<file path="src/rtl/mem_stage_pkg.sv">
// Shared definitions for the MEM stage: funct3 access codes, FSM encoding
// and the alignment rule used by both the FSM and the WB fault flag.
package mem_stage_pkg;

    localparam logic [2:0] F3_B  = 3'b000;
    localparam logic [2:0] F3_H  = 3'b001;
    localparam logic [2:0] F3_W  = 3'b010;
    localparam logic [2:0] F3_BU = 3'b100;
    localparam logic [2:0] F3_HU = 3'b101;

    typedef enum logic {
        IDLE = 1'b0,
        BUSY = 1'b1
    } state_t;

    // funct3[1:0] carries the access size for both loads and stores.
    function automatic logic is_misaligned(input logic [2:0] funct3, input logic [1:0] lane);
        case (funct3[1:0])
            2'b01:   return lane[0];
            2'b10:   return |lane;
            default: return 1'b0;
        endcase
    endfunction

endpackage

</file>
<file path="src/rtl/mem_stage_load_align.sv">
// Combinational load extractor: picks the addressed byte/half out of the
// bus word and sign- or zero-extends it to 32 bits.
module load_align
    import mem_stage_pkg::*;
(
    input  logic [31:0] rdata,
    input  logic [1:0]  lane,
    input  logic [2:0]  funct3,
    output logic [31:0] data
);

    logic [7:0]  byte_sel;
    logic [15:0] half_sel;

    always_comb begin
        byte_sel = 8'(rdata >> {lane, 3'b000});
        half_sel = lane[1] ? rdata[31:16] : rdata[15:0];
        case (funct3)
            F3_B:    data = {{24{byte_sel[7]}}, byte_sel};
            F3_BU:   data = {24'd0, byte_sel};
            F3_H:    data = {{16{half_sel[15]}}, half_sel};
            F3_HU:   data = {16'd0, half_sel};
            default: data = rdata;
        endcase
    end

endmodule

</file>
<file path="src/rtl/mem_stage.sv">
// MEM stage with MEM/WB pipeline register: issues loads/stores on a req/ack
// bus, stalls EX/MEM while busy, and flags misalignment and bus timeouts.
module mem_stage
    import mem_stage_pkg::*;
#(
    parameter int unsigned TIMEOUT = 255
) (
    input  logic        clk,
    input  logic        rst_n,

    input  logic        valid_MEM_I,
    input  logic        MemRead_MEM_I,
    input  logic        MemWrite_MEM_I,
    input  logic [2:0]  funct3_MEM_I,
    input  logic [31:0] ALU_result_MEM_I,
    input  logic [31:0] rs2_data_MEM_I,
    input  logic        MemtoReg_MEM_I,
    input  logic        jal_MEM_I,
    input  logic        jalr_MEM_I,
    input  logic        lui_MEM_I,
    input  logic        U_type_MEM_I,
    input  logic        RegWrite_MEM_I,
    input  logic [4:0]  rd_MEM_I,
    input  logic [31:0] pc_jump_MEM_I,
    input  logic [31:0] imme_MEM_I,
    input  logic [31:0] pc_order_MEM_I,

    output logic        mem_stall_O,

    output logic        dmem_req,
    output logic        dmem_we,
    output logic [31:0] dmem_addr,
    output logic [31:0] dmem_wdata,
    output logic [3:0]  dmem_be,
    input  logic        dmem_ack,
    input  logic [31:0] dmem_rdata,

    output logic        valid_WB_O,
    output logic        RegWrite_WB_O,
    output logic [4:0]  rd_WB_O,
    output logic        MemtoReg_WB_O,
    output logic        jal_WB_O,
    output logic        jalr_WB_O,
    output logic        lui_WB_O,
    output logic        U_type_WB_O,
    output logic [31:0] ALU_result_WB_O,
    output logic [31:0] loaddata_WB_O,
    output logic [31:0] pc_jump_WB_O,
    output logic [31:0] imme_WB_O,
    output logic [31:0] pc_order_WB_O,
    output logic        misalign_WB_O,
    output logic        bus_err_WB_O
);

    localparam logic [31:0] TO_LAST = 32'(TIMEOUT - 1);

    state_t      state, state_nxt;
    logic [31:0] tcnt;

    logic        is_mem;
    logic        misalign;
    logic        aligned_mem;
    logic        timeout;
    logic        done;
    logic        bus_fault;
    logic        retire;
    logic [31:0] st_wdata;
    logic [3:0]  st_be;
    logic [31:0] load_val;

    assign is_mem      = valid_MEM_I & (MemRead_MEM_I | MemWrite_MEM_I);
    assign misalign    = is_mem & is_misaligned(funct3_MEM_I, ALU_result_MEM_I[1:0]);
    assign aligned_mem = is_mem & ~misalign;
    assign timeout     = (TIMEOUT != 0) && (tcnt == TO_LAST);

    // Ack has priority over timeout: a timeout only counts as a fault without ack.
    assign done        = (state == BUSY) & (dmem_ack | timeout);
    assign bus_fault   = (state == BUSY) & ~dmem_ack & timeout;
    assign retire      = ((state == IDLE) & ~aligned_mem) | done;
    assign mem_stall_O = aligned_mem & ~done;

    load_align u_load_align (
        .rdata  (dmem_rdata),
        .lane   (ALU_result_MEM_I[1:0]),
        .funct3 (funct3_MEM_I),
        .data   (load_val)
    );

    always_comb begin
        state_nxt = state;
        case (state)
            IDLE: if (aligned_mem) state_nxt = BUSY;
            BUSY: if (done)        state_nxt = IDLE;
        endcase
    end

    // Store lane formatting; loads request the whole word.
    always_comb begin
        st_wdata = MemWrite_MEM_I ? rs2_data_MEM_I : 32'd0;
        st_be    = 4'b1111;
        if (MemWrite_MEM_I) begin
            case (funct3_MEM_I[1:0])
                2'b00: begin
                    st_wdata = {4{rs2_data_MEM_I[7:0]}};
                    st_be    = 4'b0001 << ALU_result_MEM_I[1:0];
                end
                2'b01: begin
                    st_wdata = {2{rs2_data_MEM_I[15:0]}};
                    st_be    = 4'b0011 << {ALU_result_MEM_I[1], 1'b0};
                end
                default: ;
            endcase
        end
    end

    always_ff @(posedge clk or negedge rst_n) begin
        if (!rst_n) begin
            state      <= IDLE;
            tcnt       <= 32'd0;
            dmem_req   <= 1'b0;
            dmem_we    <= 1'b0;
            dmem_addr  <= 32'd0;
            dmem_wdata <= 32'd0;
            dmem_be    <= 4'd0;
        end else begin
            state <= state_nxt;
            if (state == IDLE) begin
                tcnt <= 32'd0;
                if (aligned_mem) begin
                    dmem_req   <= 1'b1;
                    dmem_we    <= MemWrite_MEM_I;
                    dmem_addr  <= {ALU_result_MEM_I[31:2], 2'b00};
                    dmem_wdata <= st_wdata;
                    dmem_be    <= st_be;
                end
            end else begin
                tcnt <= tcnt + 32'd1;
                if (done) begin
                    dmem_req <= 1'b0;
                    dmem_we  <= 1'b0;
                end
            end
        end
    end

    // MEM/WB register: inserts a bubble on every cycle that does not retire.
    always_ff @(posedge clk or negedge rst_n) begin
        if (!rst_n) begin
            valid_WB_O      <= 1'b0;
            RegWrite_WB_O   <= 1'b0;
            rd_WB_O         <= 5'd0;
            MemtoReg_WB_O   <= 1'b0;
            jal_WB_O        <= 1'b0;
            jalr_WB_O       <= 1'b0;
            lui_WB_O        <= 1'b0;
            U_type_WB_O     <= 1'b0;
            ALU_result_WB_O <= 32'd0;
            loaddata_WB_O   <= 32'd0;
            pc_jump_WB_O    <= 32'd0;
            imme_WB_O       <= 32'd0;
            pc_order_WB_O   <= 32'd0;
            misalign_WB_O   <= 1'b0;
            bus_err_WB_O    <= 1'b0;
        end else if (retire) begin
            valid_WB_O      <= valid_MEM_I;
            RegWrite_WB_O   <= valid_MEM_I & RegWrite_MEM_I & ~misalign & ~bus_fault;
            rd_WB_O         <= rd_MEM_I;
            MemtoReg_WB_O   <= MemtoReg_MEM_I;
            jal_WB_O        <= jal_MEM_I;
            jalr_WB_O       <= jalr_MEM_I;
            lui_WB_O        <= lui_MEM_I;
            U_type_WB_O     <= U_type_MEM_I;
            ALU_result_WB_O <= ALU_result_MEM_I;
            loaddata_WB_O   <= (done & dmem_ack & MemRead_MEM_I) ? load_val : 32'd0;
            pc_jump_WB_O    <= pc_jump_MEM_I;
            imme_WB_O       <= imme_MEM_I;
            pc_order_WB_O   <= pc_order_MEM_I;
            misalign_WB_O   <= misalign;
            bus_err_WB_O    <= bus_fault;
        end else begin
            valid_WB_O      <= 1'b0;
            RegWrite_WB_O   <= 1'b0;
            misalign_WB_O   <= 1'b0;
            bus_err_WB_O    <= 1'b0;
        end
    end

endmodule

</file>
<file path="config.mk">
export PLATFORM = sky130hd
export DESIGN_NAME = mem_stage
export DESIGN_NICKNAME = d
export VERILOG_FILES = /design/src/rtl/mem_stage_pkg.sv /design/src/rtl/mem_stage_load_align.sv /design/src/rtl/mem_stage.sv
export SDC_FILE = /design/constraint.sdc
export NUM_CORES = 1
export LEC_CHECK = 0
export CORE_AREA = 4 4 174 176
export CTS_CLUSTER_SIZE = 28
export DETAILED_ROUTE_END_ITERATION = 12
export DIE_AREA = 0 0 178 180
export PLACE_DENSITY = 0.72
export RECOVER_POWER = 100
export SYNTH_ARGS = -nofsm -noshare
export SYNTH_HDL_FRONTEND = slang
export SYNTH_SLANG_ARGS = --single-unit
</file>
<file path="constraint.sdc">
create_clock -name clk -period 2.6 [get_ports clk]
set_input_delay 0.52 -clock clk [delete_from_list [all_inputs] [get_ports clk]]
set_output_delay 0.52 -clock clk [all_outputs]
set_load 0.02 [all_outputs]
</file>
Word-level counts from Yosys, hierarchy flattened
Index checks and enable logic that the tools add are counted.
Storage, ports and cells
  output and inout bits: 245
  word-level logic and storage cells: 83
  flip-flop bits (word level): 275
Cells by class
  reductions and logical operators: 6
  equality and inequality tests: 7
  add/subtract/negate cells: 1
  shift operators: 3
  mux-type cells: 22
  bitwise gates (word level): 22
Operator list (count)
  two-way mux 32 bit: 4
  case mux 32 bit (4 select lines): 1
  case mux 32 bit (2 select lines): 1
  adder 32 x 1 -> 32 bit, second input constant: 1
  == test 32 x 8 -> 1 bit, second input constant: 1
  >> shifter 32 x 5 -> 8 bit: 1
  two-way mux 16 bit: 1
  bitwise AND 1 bit: 13
  two-way mux 1 bit: 11
  case mux 4 bit (2 select lines): 1
  == test 3 bit, second input constant: 2
  inverter 1 bit: 6
  two-way mux 4 bit: 1
  case mux 1 bit (2 select lines): 2
  AND reduction 2 bit: 2
  left shift 1 x 2 -> 4 bit, first input constant: 1
  left shift 2 x 2 -> 4 bit, first input constant: 1
  == test 3 x 1 -> 1 bit, second input constant: 1
  zero test 3 bit: 1
  OR 1 bit: 3
  == test 2 x 1 -> 1 bit, second input constant: 1
  == test 2 bit, second input constant: 1
  zero test 2 bit: 1
  != test 2 x 1 -> 1 bit, second input constant: 1
  other kinds (2): 2

Depth between registers and ports, before layout
Gate-level depths: netlist of run 1.
  word-level depth: 9
  depth in mapped cells: 11
  depth with buffers taken out: 8

Cells and area by module
Synthesis of run 1 repeated with hierarchy kept, for this count alone.
Second synthesis, totals
  cells, all modules: 1705
  area, all modules: 15776.4 um^2
By module, submodules not included
  mem_stage: seq. area each 6881.6 um^2, cells each 1596, area each 15148.3 um^2, instances 1
  load_align: seq. area each 0.0 um^2, cells each 109, area each 628.1 um^2, instances 1

Worst setup path before layout of run 1
OpenSTA, ideal clock, no wires.
  path kind: input-to-reg
  start: input funct3_MEM_I[1]
  end: register ALU_result_WB_O[10]
  arrival: 2444 ps
  cell stages on the path: 10
  required time: 2475 ps
  library setup time: 125 ps
  path slack: 31 ps
  buffers on the path: 3
  path through: clkinv_1 -> ha_1 -> o211ai_1 -> nand3b_1 -> or2_2 -> clkbuf_1 -> o21a_1 -> buf_4 -> buf_4 -> mux2_2
Between the ends
  cells in the longest elaborated chain, start to end: 8
  elaborated cells on any way between the ends: 9
Ends and longest elaborated chain
  start: declaration: RTL line mem_stage.sv:14  | input logic [2:0] funct3_MEM_I,
  == test 2 bit / == test 2 x 1 -> 1 bit (equally long branches): RTL line mem_stage_pkg.sv:18  | case (funct3[1:0])
  case mux 1 bit (2 select lines) *: RTL line mem_stage_pkg.sv:18
  bitwise AND 1 bit *: RTL line mem_stage.sv:72  | assign misalign = is_mem & is_misaligned(funct3_MEM_I, ALU_result_MEM_I[1:0]);
  inverter 1 bit *: RTL line mem_stage.sv:73  | assign aligned_mem = is_mem & ~misalign;
  bitwise AND 1 bit *: RTL line mem_stage.sv:73
  inverter 1 bit *: RTL line mem_stage.sv:79  | assign retire = ((state == IDLE) & ~aligned_mem) | done;
  bitwise AND 1 bit *: RTL line mem_stage.sv:79
  OR 1 bit *: RTL line mem_stage.sv:79
  end signal: assignment: RTL line mem_stage.sv:173  | ALU_result_WB_O <= ALU_result_MEM_I;
  end: declaration: RTL line mem_stage.sv:46  | output logic [31:0] ALU_result_WB_O,
Every way passes the cells marked *; elsewhere a longest branch is shown, timed or not.
A chain may end at the register's enable or synchronous reset.

Worst setup path after layout of run 1
  start: register tcnt[0]
  end: output mem_stall_O
Between the ends
  cells in the longest elaborated chain, start to end: 5
Ends and longest elaborated chain
  start: declaration: RTL line mem_stage.sv:58  | logic [31:0] tcnt;
  start signal: assignment: RTL line mem_stage.sv:137  | tcnt <= tcnt + 32'd1;
  == test 32 x 8 -> 1 bit: RTL line mem_stage.sv:74  | assign timeout = (TIMEOUT != 0) && (tcnt == TO_LAST);
  OR 1 bit: RTL line mem_stage.sv:77  | assign done = (state == BUSY) & (dmem_ack | timeout);
  bitwise AND 1 bit: RTL line mem_stage.sv:77
  inverter 1 bit: RTL line mem_stage.sv:80  | assign mem_stall_O = aligned_mem & ~done;
  bitwise AND 1 bit: RTL line mem_stage.sv:80
  end: declaration: RTL line mem_stage.sv:28  | output logic mem_stall_O,
Every way passes these cells.

==> impl.org, run 1 <==
** Outcome
- Run status :: complete, but fails checks
- The checks that failed: capacitance limit, slew limit, setup timing.

** Critical path
- Endpoint class of the critical path :: output pin
- At the worst endpoint, the required time is 2.08 ns.
- STA classifies the critical path startpoint as a flip-flop.
- Internal reg-to-reg setup slack :: 0.10 ns
- Data arrival, critical path :: 2.20 ns
- Along the worst path, the maximum fanout reaches 2.
- The critical path is of the flip-flop to output pin type.

** Place
- The congestion estimate from routability-driven global placement came to 0.856.
- Including well taps, the total number of placed cells is 1862.
- Number of buffers inserted by port buffering :: 454
- Sum of net half-perimeters after detailed placement :: 28100 um

** STA
- The number of max-slew violations in the final report came to 26.
- Final TNS setup :: -0.118 ns
- Final hold vios :: 0
- Total setup violations reported at the end of the flow :: 1
- Worst slack on hold paths :: 0.465 ns
- For the pin with the worst max-slew slack, the measured transition is 1.87 ns.
- Setup repair after global routing could not meet its margin everywhere.
- Min cycle time layout :: 2.72 ns
- Share of the clock period used by the worst path after layout :: 105%
- Worst rel slew slack :: -24.9%
- Derived from the worst setup path, the maximum achievable clock frequency is 368 MHz.
- Final worst clock skew :: 0.0126 ns
- Min setup slack post-route :: -0.118 ns

** Route
- Pre-Repair DR Iteration Count :: 4
- Sum of routed wire length over all layers :: 38000 um
- Post-route ant nets :: 0
- Detail-routed net length per standard cell :: 19.7 um
- The detailed router placed 9650 vias in this run.
- For this run, design rule violations remaining after detail routing come to 0.
- After the first detailed-routing iteration, the DRC count stood at 594.
- Using the TritonRoute via totals, the vias-per-cell ratio works out to 5.01.

** Synth
- After technology mapping, the gate count stands at 1012.
- In the synthesized netlist, mux cells make up 14.4% of the area.
- In the synthesized netlist, the cells that appear most often are 275 x dfrtp_1, 203 x nand2_1, 139 x mux2_2.
- Synthesized-area fraction occupied by ao, oa, aoi and oai cells :: 7.61%
- The largest total area in the synthesized netlist belongs to dfrtp_1.
- After Yosys synthesis, and, or, nand and nor cells account for 13.9% of the synthesized area.
- For this run, the number of Yosys warnings is 0.
- Average cell area after synthesis :: 11.6 um2
- Primary FF master, synth :: dfrtp_1
- Count of flip-flops with a built-in enable after synthesis :: 0
- Yosys attributes the largest share of cell area to dfrtp_1 59%, mux2_2 13%, nand2_1 6.5%, nand3_1 2.0%, o2bb2ai_1 1.9%.
- After synthesis, the share of flip-flops with an asynchronous set or reset is 100%.
- Main combinational cell family by area after synthesis :: multiplexers
- Post-Synth XOR/XNOR Area :: 1.94%
- The mapped netlist covers 11700 um2.
- Sequential area share after synthesis :: 58.6%
- Fraction of synthesized cell area taken by the top area cell type :: 58.6%
- Adder and majority cell fraction of the synthesized area :: 0.639%
- By instance count, the leading cell after synthesis is dfrtp_1.
- Number of library cell types mapped by synthesis :: 51
- Counting flops and latches in the post-synthesis netlist gives 275.

** Run
- The tool flagged a number of max-cap violations equal to 1.

** Layout
- The multi-input combinational cells in the finished layout cover a total of 4580 um2.
- Filler cell count in the final layout :: 2226
- Final design utilization :: 64.4%
- Final Instance Count excl. Fillers :: 1928
- NumNets Final :: 1736
- Area growth, synth to finish :: 56.8%
- Summing all flip-flop and latch instances after layout gives 6880 um2.
- Of the cells placed in the final design, the portion with a size suffix greater than 1 is 18.5%.

** Floorplan
- 457 I/O pins were placed.
- Die Footprint :: 32000 um2
- The floorplan has 62 rows.
- The floorplan step defined a core boundary enclosing 28600 um2.
- For this configuration, the core starts out at a cell density of 41.0%.
- In this run the horizontal extent of the chip is 178 um.
- The die is 180 um tall.

** Hold path
- The tightest min-delay check is of the flip-flop to flip-flop type.

** Global routing
- Total routing resource utilization after global routing :: 22.6%
- Pin count of the biggest net entering global routing :: 100
- The via count of the first global-routing pass was 9809.
- Sum of overflow across all layers after global routing :: 0
- Initial antenna violation count :: 1
- First-pass GRT wire length :: 57300 um

** Clock tree
- Clk_lat worst skew :: 0.56 ns
- Clk pin slew, worst setup/hold paths :: 0.07 ns
- CTS tree :: built
- In this run the clock root is driven by a clkbuf_16.
- Total CTS buffers :: 31
- Bufs on Longest Clock Path :: 3
- CTS built an H-tree with a depth of 1.
- Clk sinks :: 275

** Power
- VDD sags by at most 0.518 mV.
- PwrDens :: 777 nW/um2
- In this run the static leakage power is 8.13 nW.
[cell usage in the layout, fill, tap and decap left out, types with 3 or more instances in the layout]
master	instances
clkbuf_1	5
o2bb2ai_1	25
clkinvlp_4	5
buf_12	15
buf_4	59
a22oi_1	8
and3_1	6
inv_1	7
a211o_1	7
nor4_1	3
mux2i_1	10
nor3_1	11
nor2_1	20
xnor2_1	20
nand3_1	48
a21oi_1	25
dfrtp_1	275
bufinv_16	6
o21a_1	7
clkdlybuf4s50_1	452
mux2_2	139
and2_1	20
a22o_1	8
clkinv_2	7
nand4_1	13
clkbuf_8	6
nand2_1	203
o21ai_0	27
and2_0	7
o32a_1	7
nor2b_1	4
a21boi_0	4
or3_1	4
ha_1	5
xor2_1	6
clkbuf_16	31
[cells by family after synthesis]
kind of cell    count (synthesis)
xor+xnor                       26
mux                           150
buf+inv                        70
flops                         275
compound gates                128
other cells                     1
simple gates                  356
fa+ha+maj                       6
[path summary, 6_finish.rpt]
path | start | cells after the start | endpoint
worst max-delay path | tcnt[0] | 8 | mem_stall_O
worst min-delay path | dmem_wdata[15] | 2 | dmem_wdata[15]
worst max register to register | tcnt[0] | 11 | pc_jump_WB_O[12]
worst min register to register | dmem_wdata[15] | 2 | dmem_wdata[15]
max in group asynchronous | rst_n | 3 | jal_WB_O
min in group asynchronous | rst_n | 2 | pc_jump_WB_O[28]
[metrics by stage]
| step | worst slack (ns) | total power (W) | area [um2] |
|---|---|---|---|
| finish | -0.118 | 0.0143 | 18400 |
| global route | -0.216 | 0.0149 | 18400 |
| CTS | -0.199 | 0.0145 | 18400 |
| detailed placement | -0.519 | 0.00964 | 17200 |
| global placement | -0.505 | 0.00957 | 17200 |
| floorplan | 0.0315 | 0.00728 | 11800 |
[worst max-delay path, stage by stage (launching register included)]
cell	delay, ns
dfrtp_1	0.37
inv_1	0.06
ha_2	0.17
nor4b_4	0.18
nand2_1	0.12
nor4_4	0.36
or2_4	0.19
a21oi_2	0.05
buf_6	0.15
[sequential cells by signal, summed over array words and instances (netlist names), 4 cells and up]
name,cells
dmem_be,4
dmem_wdata,32
tcnt,32
loaddata_WB_O,32
rd_WB_O,5
pc_order_WB_O,32
imme_WB_O,32
pc_jump_WB_O,32
dmem_addr,30
ALU_result_WB_O,32
[per-layer routing]
| metal | vias to the layer above | share of wire [%] | track usage, % | wire length (um) |
|---|---|---|---|---|
| li1 | 4530 | - | - | - |
| met1 | 4661 | 39 | 27.7 | 14600 |
| met2 | 385 | 50 | 38.9 | 18900 |
| met3 | 74 | 7.6 | 4.96 | 2880 |
| met4 | 0 | 4.0 | 8.54 | 1530 |
| met5 | - | 0 | 0 | 0 |
[cell type report]
class,instances,share of cell area (%)
antenna,1,0.0136
sequential,275,37.4
tap,384,2.61
multi-input combinational,668,24.9
clock inverter,20,1.47
inverter,10,0.217
clock buffer,38,4.68
timing repair buffer,532,28.8
[timing repair]
action,4_1_cts,5_1_grt
setup buffers,2,4
hold buffers,1,0
setup endpoints to repair,1,137
endpoints found under the hold margin,25,0
pin swaps,1,3
resized for setup,10,5
[power by group]
part | switching, W | internal (W) | total (W)
combinational | 0.00211 | 0.00212 | 0.00423
sequential | 0.000371 | 0.00495 | 0.00532
clock | 0.00182 | 0.00295 | 0.00477
Power figures use the tool's default switching activity.
==> inputs of run 2 (changes only) <==
--- a/config.mk
+++ b/config.mk
@@ -5,11 +5,12 @@
 export SDC_FILE = /design/constraint.sdc
 export NUM_CORES = 1
 export LEC_CHECK = 0
-export CORE_AREA = 4 4 174 176
+export CORE_ASPECT_RATIO = 1.4
+export CORE_MARGIN = 4
+export CORE_UTILIZATION = 40
 export CTS_CLUSTER_SIZE = 28
 export DETAILED_ROUTE_END_ITERATION = 12
-export DIE_AREA = 0 0 178 180
-export PLACE_DENSITY = 0.72
+export PLACE_DENSITY = 0.7
 export RECOVER_POWER = 100
 export SYNTH_ARGS = -nofsm -noshare
 export SYNTH_HDL_FRONTEND = slang
==> run 2 against run 1 <==
  * The run ends with setup timing left
  * Clock skew is 0.00050 ns lower
  * Sequential share of layout area is 0.14 points higher
  * Critical path depth is 2 lower
  * Register-to-register slack worse by 0.02 ns
  * First-iteration DRC count decreased by 9.6%
  * Highest routed layer unchanged
  * Clock power decreased by 10%
  * Critical path type unchanged
  * Combinational power is 1% higher
  * Final cell count shrank 0.10%
  * Power is 3.0% lower
==> impl.org, run 2 (same netlist as run 1, synthesis figures left out) <==
** Clock tree
- The H-tree depth reported by CTS came to 1 (unchanged).
- The latest clock arrival within the worst-skew pair is 0.55 ns (about the same).
- The count of clock tree sinks was 275 (unchanged).
- TritonCTS built the clock tree.
- The maximum clock path buffer count came to 3 (unchanged).
- Total CTS buffers :: 29 (-6.5%)
- The register clock-pin slew on the reported worst setup and hold paths came to 0.06 ns (about the same).
- In this run the clock root is driven by a clkbuf_16.

** Floorplan
- Site row count :: 74 (+19%)
- IO Count :: 457 (unchanged)
- Starting utilization of the core area :: 40.4% (-0.63 points)
- The standard cell core area is 29100 um2 (+1.6%).
- The floorplan die area came to 32200 um2 (+0.53%).
- The width of the chip was 153 um (-14%).
- The vertical extent of the die came to 211 um (+17%).

** Global routing
- Total routing resource utilization after global routing :: 23.4% (+0.73 points)
- The via count of the first global-routing pass came to 10100 (+2.7%).
- Sum of overflow across all layers after global routing :: 0 (unchanged)
- The maximum number of pins on one net before global-route repair came to 74 (-26%).
- The number of antenna violations at the first check in global routing is 2 (+1).
- First-pass GRT wire length :: 59900 um (+4.4%)

** Run
- Max_cap viols :: 0 (-1)

** Critical path
- Required time of the worst setup path :: 2.08 ns (about the same)
- Kind of start point of the critical path :: flip-flop
- For this design, the slowest cell found on the critical path is dfrtp_1.
- Data arrival, critical path :: 2.19 ns (about the same)
- Critical path cell sequence :: nor4_1 -> nand2_2 -> nor4_4 -> or2_4 -> a21oi_2 -> buf_6
- Type of the worst setup path :: flip-flop to output pin
- The maximum fanout encountered on the critical timing path came to 4 (+2).
- Largest incremental delay on the critical path :: 0.42 ns (+0.05 ns)
- STA classifies the critical path endpoint as an output pin.
- Critical path buffer and inverter count :: 1 (-1)
- Critical path's top delay family :: simple AND/OR/NAND/NOR gates

** Layout
- The layout cell share with drive strength beyond 1 is 18.3% (-0.27 points).
- Leaving out fill and tap cells, the most frequent cell in the layout is clkdlybuf4s50_1.
- The share of the core filled with cells in the final layout is 63.1% (-1.2 points).
- Area growth, synth to finish :: 56.2%
- The summed area of non-filler cells in the final layout is 18400 um2 (-0.38%).
- Filler cell count in the final layout :: 2375 (+6.7%)
- The non-filler instance count after layout was 1926 (-0.10%).
- NumNets Final :: 1740 (+0.23%)
- Commonest cells after routing, fill and taps aside :: 452 x clkdlybuf4s50_1, 275 x dfrtp_1, 202 x nand2_1

** STA
- Worst rel slew slack :: 36.2% (+61 points)
- The final-report hold violation count was 0 (unchanged).
- RSZ-0062 raised after global routing :: yes
- The post-route fraction of the period consumed by the critical path was 104% (-0.26 points).
- Total setup violations reported at the end of the flow :: 1 (unchanged)
- The number of max-slew violations in the final report came to 0 (-100%).
- Actual transition at the worst max-transition pin :: 0.952 ns (-0.922 ns)
- The maximum achievable frequency was 369 MHz (+0.25%).
- Worst slack on hold paths :: 0.467 ns (+0.00198 ns)
- Final worst clock skew :: 0.0121 ns (-0.000504 ns)
- Min setup slack post-route :: -0.111 ns (+0.00665 ns)
- The minimum period implied by the final worst setup slack came to 2.71 ns (-0.00665 ns).

** Place
- The post-detailed-placement cell area is 17200 um2 (+0.26%).
- The final HPWL from detailed placement came to 29200 um (+4.0%).
- The count of input and output buffers came to 454 (unchanged).
- Total placed cells including tap cells :: 1861 (-0.054%)
- The setup slack after placement came to -0.350 ns (+0.168 ns).
- The final RePlAce weighted congestion is 0.873 (+1.9%).

** Power
- PwrDens :: 757 nW/um2 (-2.6%)
- The power spent charging and discharging nets is 0.00421 W (-2.0%).
- Switch share :: 30.3% (+0.32 points)
- Proportion of power drawn by flip-flops and latches :: 38.4% (+1.3 points)
- Worst vdd rail ir drop :: 0.642 mV (+24%)
- Part of the total power dissipated in combinational logic :: 30.8% (+1.2 points)
- The leakage power was 8.12 nW (-0.16%).
- Internal Dissipation :: 0.00968 W (-3.4%)
- The clock share of power is 30.8% (-2.5 points).

** Route
- Remaining design rule violation count :: 0 (unchanged)
- The detailed-route via count came to 9713 (+0.65%).
- Number of DRC violations after detailed-routing iteration 0 :: 537 (-9.6%)
- Post-route ant nets :: 0 (unchanged)
- The routed length per placed instance came to 20.3 um (+3.2%).
- Sum of routed wire length over all layers :: 39200 um (+3.1%)
- Drt via density :: 5.04 (+0.76%)
- Pre-Repair DR Iteration Count :: 5 (+1)

** Hold path
- Class of the tightest hold or removal check :: flip-flop to flip-flop

** Outcome
- The final reports fail on setup timing.
- Run status :: complete, but fails checks
[run 2: cell types whose count changed in the layout (fill, tap and decap cells not counted), sizes merged]
| cell | previous run | this run |
|---|---|---|
| buf | 75 | 84 |
| clkinvlp | 5 | 0 |
| clkinv | 10 | 7 |
| bufinv | 6 | 4 |
| clkbuf | 42 | 44 |
| diode | 1 | 2 |
[run 2: power groups by stage]
stage	logic, W	registers, W	clock network (W)
after global routing	0.00452	0.00542	0.00456
final	0.00428	0.00533	0.00428
after CTS	0.00429	0.00533	0.00438
after floorplan	0.00110	0.00618	0
after detailed placement	0.00427	0.00540	0
after global placement	0.00424	0.00537	0
[run 2: what timing repair did]
item | CTS | global route
gates cloned | 0 | 1
endpoints found under the setup margin | 1 | 41
pin swaps | 2 | 4
hold buffers | 1 | 0
hold endpoints to repair | 66 | 0
gates resized for setup | 8 | 6
setup buffers | 5 | 3
[run 2: path summary, 6_finish.rpt]
kind	start	endpoint	slack, ns	depth (start not counted)
worst max-delay path	tcnt[29]	mem_stall_O	-0.11	6
worst min-delay path	dmem_wdata[13]	dmem_wdata[13]	0.47	2
min in group asynchronous	rst_n	tcnt[8]	0.54	2
worst max register to register	tcnt[29]	imme_WB_O[21]	0.08	9
max in group asynchronous	rst_n	tcnt[31]	1.33	3
worst min register to register	dmem_wdata[13]	dmem_wdata[13]	0.47	2
[run 2: layout make-up]
| type | instances | area (um2) | area share, % |
|---|---|---|---|
| diodes | 2 | 5.00 | 0.0273 |
| clock buffers | 43 | 818 | 4.46 |
| clock inverters | 10 | 154 | 0.839 |
| inverters | 10 | 40.0 | 0.218 |
| multi-input cells | 668 | 4570 | 24.9 |
| flip-flops and latches | 275 | 6880 | 37.5 |
| well taps | 380 | 475 | 2.59 |
| repair buffers | 538 | 5410 | 29.5 |
[run 2: worst reg2reg max path: stages, from the launching register on]
cell,delay [ns]
dfrtp_1,0.42
nor4_1,0.37
nand2_2,0.12
nor4_4,0.34
buf_4,0.16
buf_4,0.11
o21a_4,0.20
buf_12,0.16
buf_12,0.17
mux2_2,0.35
[run 2: routing by layer]
layer | up-vias | part of all wire, % | global-route usage (%) | wire [um]
met5 | - | 0 | 0 | 0
met2 | 362 | 51 | 40.7 | 20000
met1 | 4764 | 39 | 28.9 | 15500
met3 | 62 | 6.5 | 5.39 | 2550
met4 | 0 | 3.0 | 7.50 | 1190
li1 | 4525 | - | - | -
[run 2: per-stage QoR]
step / total power, W / setup TNS [ns]
after global placement: 0.00961 / -43.39
after global routing: 0.0145 / -1.05
after CTS: 0.0140 / -0.202
after detailed placement: 0.00967 / -49.62
after floorplan: 0.00728 / 0
final: 0.0139 / -0.111
